[config.mk]
export PLATFORM = sky130hd
export DESIGN_NAME = key_entry_ctrl
export DESIGN_NICKNAME = d
export VERILOG_FILES = /design/src/rtl/key_pkg.sv /design/src/rtl/key_event_det.sv /design/src/rtl/key_entry_ctrl.sv
export SDC_FILE = /design/constraint.sdc
export NUM_CORES = 1
export LEC_CHECK = 0
export CAP_MARGIN = 15
export CELL_PAD_IN_SITES_DETAIL_PLACEMENT = 1
export CELL_PAD_IN_SITES_GLOBAL_PLACEMENT = 2
export CORE_UTILIZATION = 32
export DETAILED_ROUTE_END_ITERATION = 10
export PLACE_DENSITY_LB_ADDON = 0.1
export SLEW_MARGIN = 25
export SYNTH_ARGS = -nofsm -noshare
export SYNTH_HDL_FRONTEND = slang
export SYNTH_SLANG_ARGS = --single-unit
[constraint.sdc]
create_clock -name clk -period 2.7 [get_ports clk]
set_clock_uncertainty 0.2 [all_clocks]
set_input_delay 0.675 -clock clk [delete_from_list [all_inputs] [get_ports clk]]
set_output_delay 0.675 -clock clk [all_outputs]
set_load 0.02 [all_outputs]
[src/rtl/key_pkg.sv]
// Shared key codes, break prefix and FSM state encoding for the key entry path.
package key_pkg;

    localparam logic [4:0] DIG_MAX    = 5'd15;
    localparam logic [4:0] KEY_ENTER  = 5'd16;
    localparam logic [4:0] KEY_BKSP   = 5'd17;
    localparam logic [4:0] KEY_CLR    = 5'd18;
    localparam logic [4:0] KEY_NONE   = 5'd31;
    localparam logic [7:0] BRK_PREFIX = 8'hF0;

    localparam logic [3:0] MAX_DIGITS = 4'd8;

    typedef enum logic [1:0] {
        ST_IDLE  = 2'd0,
        ST_ENTRY = 2'd1,
        ST_READY = 2'd2
    } key_state_t;

    // True for the hex digit codes 0..15.
    function automatic logic is_digit(input logic [4:0] code);
        return code <= DIG_MAX;
    endfunction

endpackage

[src/rtl/key_event_det.sv]
// Turns the level-style key_code into one registered event pulse per key press.
// A press is a transition away from the idle code that is not a break frame
// and carries a defined code (0..18). Codes 19..30 never produce an event.
module key_event_det
    import key_pkg::*;
(
    input  logic       clk,
    input  logic       rstn,
    input  logic [4:0] key_code,
    input  logic [7:0] key_prev,
    output logic       evt,
    output logic [4:0] evt_code
);

    logic [4:0] key_q;
    logic       armed;
    logic       evt_d;

    // A press needs the previous sample to be idle; armed blocks the very
    // first cycle after reset, where key_q is idle only because of reset.
    always_comb begin
        evt_d = armed
             && (key_q == KEY_NONE)
             && (key_code <= KEY_CLR)
             && (key_prev != BRK_PREFIX);
    end

    // Sample the key level and register the event pulse with its code.
    always_ff @(posedge clk or negedge rstn) begin
        if (!rstn) begin
            key_q    <= KEY_NONE;
            armed    <= 1'b0;
            evt      <= 1'b0;
            evt_code <= KEY_NONE;
        end else begin
            key_q    <= key_code;
            armed    <= 1'b1;
            evt      <= evt_d;
            evt_code <= key_code;
        end
    end

endmodule

[src/rtl/key_entry_ctrl.sv]
// Hex number entry controller: collects up to eight hex digits from key
// events, supports backspace/clear/enter, and holds the result for the CPU
// until it acknowledges the read. State is exported for observation.
module key_entry_ctrl
    import key_pkg::*;
(
    input  logic        clk,
    input  logic        rstn,
    input  logic [4:0]  key_code,
    input  logic [7:0]  key_prev,
    input  logic        cpu_ack,
    output logic [31:0] value,
    output logic        value_valid,
    output logic [3:0]  digit_cnt,
    output logic        ovf,
    output logic        entering,
    output key_state_t  state
);

    logic       evt;
    logic [4:0] evt_code;

    key_event_det u_det (
        .clk      (clk),
        .rstn     (rstn),
        .key_code (key_code),
        .key_prev (key_prev),
        .evt      (evt),
        .evt_code (evt_code)
    );

    // Entry FSM with its datapath; value_valid and entering are registered
    // alongside the state so they always equal (state == READY/ENTRY).
    always_ff @(posedge clk or negedge rstn) begin
        if (!rstn) begin
            state       <= ST_IDLE;
            value       <= 32'h0;
            digit_cnt   <= 4'd0;
            ovf         <= 1'b0;
            value_valid <= 1'b0;
            entering    <= 1'b0;
        end else begin
            case (state)
                ST_IDLE: begin
                    if (evt && is_digit(evt_code)) begin
                        value     <= {28'h0, evt_code[3:0]};
                        digit_cnt <= 4'd1;
                        ovf       <= 1'b0;
                        state     <= ST_ENTRY;
                        entering  <= 1'b1;
                    end else if (evt && (evt_code == KEY_CLR)) begin
                        value     <= 32'h0;
                        digit_cnt <= 4'd0;
                        ovf       <= 1'b0;
                    end
                end
                ST_ENTRY: begin
                    if (evt && is_digit(evt_code)) begin
                        if (digit_cnt == MAX_DIGITS) begin
                            ovf <= 1'b1;
                        end else begin
                            value     <= {value[27:0], evt_code[3:0]};
                            digit_cnt <= digit_cnt + 4'd1;
                        end
                    end else if (evt && (evt_code == KEY_BKSP)) begin
                        ovf <= 1'b0;
                        if (digit_cnt == 4'd1) begin
                            // Removing the last digit leaves nothing to edit.
                            value     <= 32'h0;
                            digit_cnt <= 4'd0;
                            state     <= ST_IDLE;
                            entering  <= 1'b0;
                        end else begin
                            value     <= value >> 4;
                            digit_cnt <= digit_cnt - 4'd1;
                        end
                    end else if (evt && (evt_code == KEY_ENTER)) begin
                        state       <= ST_READY;
                        entering    <= 1'b0;
                        value_valid <= 1'b1;
                    end else if (evt && (evt_code == KEY_CLR)) begin
                        value     <= 32'h0;
                        digit_cnt <= 4'd0;
                        ovf       <= 1'b0;
                        state     <= ST_IDLE;
                        entering  <= 1'b0;
                    end
                end
                ST_READY: begin
                    // The CPU read takes priority over any same-cycle key.
                    if (cpu_ack) begin
                        digit_cnt   <= 4'd0;
                        state       <= ST_IDLE;
                        value_valid <= 1'b0;
                    end else if (evt && (evt_code == KEY_CLR)) begin
                        value       <= 32'h0;
                        digit_cnt   <= 4'd0;
                        ovf         <= 1'b0;
                        state       <= ST_IDLE;
                        value_valid <= 1'b0;
                    end
                end
                default: begin
                    state       <= ST_IDLE;
                    value_valid <= 1'b0;
                    entering    <= 1'b0;
                end
            endcase
        end
    end

endmodule
==> results.tsv <==
stage	metric	value	unit
global_routing	Most Crowded Layer GR	met2	
logic_synthesis	Cells after Synth	300	
drt	via density per instance	5.80	
sta	Max Slew Vio Count	0	
cts	CTS tree	yes	
logic_synthesis	Mapped Area	2880	sq um
drt	residual DRC count	0	
logic_synthesis	Main synth FF type	dfrtp_1	
final_layout	fin nets	383	
cts	CTS max path bufs	2	
global_routing	initial antenna violation count	0	
cts	Hold Buf Count CTS	0	
final_layout	post-route cell area	3730	sq um
cts	CTS sink cnt	48	
sta	fin crit share	90.2	%
place	PortBufs	56	
power	P_leak	1.65	nW
logic_synthesis	Ys Warns	0	
logic_synthesis	post-synthesis sequential area ratio	41.9	%
logic_synthesis	Syn Nets	323	
cts	PostCTS Resize Cnt	0	
sta	final setup fails	0	
critical_path	crit end category	flip-flop	
drt	average wire per standard cell	19.7	microns
global_routing	GRT overflow	0	
sta	Slew @ Worst Pin	0.640	ns
critical_path	CP max stage cell	dfrtp_1	
run	max-cap viol count	0	
place	Final GP Congestion	0.810	
critical_path	Req. time, crit path	2.69	ns
worst_hold_path	worst min-delay path class	primary input to async pin	
critical_path	Critical Path Fanout Max	4	
cts	H-tree depth	2	
cts	Reg clk slew, reported paths	0.10	ns
global_routing	first-pass GRT wire length	15.4	mm
logic_synthesis	Post-synth ARST share	100	%
final_layout	register area	1210	sq um
drt	Iter 0 DRT Violations	97	
sta	final hold vios	0	
place	DP HPWL	6.37	mm
sta	Setup TNS	0	ns
cts	later-pin clock latency in the skew report	0.31	ns
final_layout	Multi-input gate area	1540	sq um
cts	Root Buffer	clkbuf_8	
final_layout	Core Util, Final	42.8	%
drt	final wirelength	9.24	mm
die	Starting Density	33.0	%
drt	DR vias	2721	
die	Die X	96.9	microns
die	die area	9380	sq um
sta	f_max	411	MHz
logic_synthesis	Synth cell types	58	
die	Die Y	96.9	microns
final_layout	commonest non-fill, non-tap cell in the layout	clkdlybuf4s50_1	
final_layout	most frequent cells in the layout	clkdlybuf4s50_1, nor2_1, dfrtp_1	
global_routing	met3 global-route usage	2.96	%
critical_path	Worst Path Arrival	2.43	ns
final_layout	P&R area growth vs syn	29.5	%
final_layout	share of cells above drive strength 1	11.9	%
power	maximum vdd ir drop	351	uV
critical_path	crit start category	flip-flop	
drt	DRT antenna net count	0	
power	Total Power	2.06	mW
die	core area	8720	sq um
sta	Slew headroom	57.3	%
sta	post-layout minimum cycle time	2.44	ns
critical_path	CP cell instances	inv_1, ha_1, nor3b_2, o31ai_1, a22o_1, a311oi_1, mux2_2	
drt	first drt pass iteration count	4	
final_layout	Ant. Diodes	0	
critical_path	Setup CP Type	flip-flop to flip-flop	
place	area post-placement	3630	sq um
status	status	completed	
global_routing	Tot GR Track Use	20.4	%
logic_synthesis	Syn Area/Cell	9.60	sq um
power	Power per Cell Area	552	nW/um^2
die	row count	34	
logic_synthesis	EDFF count, synth	0	
logic_synthesis	#FFs+latches synth	48	
final_layout	fillers	985	
global_routing	GR met1 Demand/Resource	29.7	%
die	I/O pin count	57	
global_routing	met2 Usage GRT	32.0	%
cts	setup bufs post-CTS	0	
cts	TritonCTS buffer count	5	
sta	unrepaired setup endpoints after global routing	false	
global_routing	number of global-route vias before repair	2858	
critical_path	R2R cell count	7	
critical_path	CP peak stage delay	0.39	ns
global_routing	largest net degree at the start of global routing	30	
path summary, 6_finish.rpt:
check	slack (ns)	start	to
min in group clk	0.32	entering	entering
setup reg to reg	0.26	digit_cnt[1]	entering
max in group asynchronous	1.45	rstn	u_det.key_q[4]
hold / removal	0.17	rstn	value_valid
hold reg to reg	0.32	entering	entering
setup / recovery	0.26	digit_cnt[1]	entering
cells in the mapped netlist, drive strengths merged, types with 2 or more instances:
cell     count  area share, %
a211o        3           0.91
a211oi       5            1.3
a21o         2           0.52
a21oi       11            1.9
a221oi      24            7.9
a22o        29            8.8
a311oi       2           0.61
a31oi        3           0.65
a32o         4            1.4
a32oi        2           0.61
and2         3           0.70
buf         13            2.9
clkbuf       8            1.0
dfrtp       43             37
dfstp        5            4.6
ha           7            3.0
inv          6           0.78
nand2       17            2.2
nand2b       8            1.8
nand3        4           0.70
nand3b       2           0.52
nand4        2           0.43
nor2        50            6.5
nor2b        5            1.1
nor3         4            1.1
nor3b        2           0.70
o21ai       10            1.9
o2bb2ai      2           0.61
o31ai        4            1.2
or3          2           0.43
or4          2           0.52
state kept, by name, indices dropped and copies added, names as in the netlist:
name / cells
ovf: 1
state: 2
digit_cnt: 4
u_det.armed: 1
value: 32
u_det.key_q: 5
entering: 1
u_det.evt: 1
value_valid: 1
critical path: cells and delay by family (launching register included):
family,cells,cell delay [ns]
mux,1,0.38
flops,1,0.39
simple gates,1,0.33
fa+ha+maj,1,0.19
buf+inv,1,0.08
compound gates,3,0.75
stage by stage:
stage          instances  hold WS, ns  setup WS (ns)
3_3_place_gp         461        0.298          0.199
6_report             469        0.172          0.264
2_1_floorplan        300        0.179          0.423
3_5_place_dp         461        0.305          0.181
4_1_cts              469        0.190          0.255
5_1_grt              469        0.212          0.135
final cells by class:
cell class / count / area share, %
multi-input combinational: 225 / 41.3
sequential: 48 / 32.4
timing repair buffer: 74 / 19.5
tap: 108 / 3.62
clock buffer: 6 / 2.21
inverter: 6 / 0.604
clock inverter: 2 / 0.369
layer usage:
layer  up-vias  wire, microns
met5         -              0
met4         0             65
met3         5            245
met2        58           4160
met1      1392           4770
li1       1266              -
where the power goes:
group / switching [mW] / internal, mW / total (mW)
sequential: 0.0480 / 0.760 / 0.808
combinational: 0.465 / 0.306 / 0.771
clock: 0.268 / 0.210 / 0.478
logic make-up after synthesis:
family | share of synthesized area, %
AOI/OAI and AO/OA | 31.3
adders and majority gates | 3.04
buffers and inverters | 4.73
other | 0.130
and+or+nand+nor | 18.5
DFF | 41.9
muxes | 0.391
(Power assumes the default switching activity.)
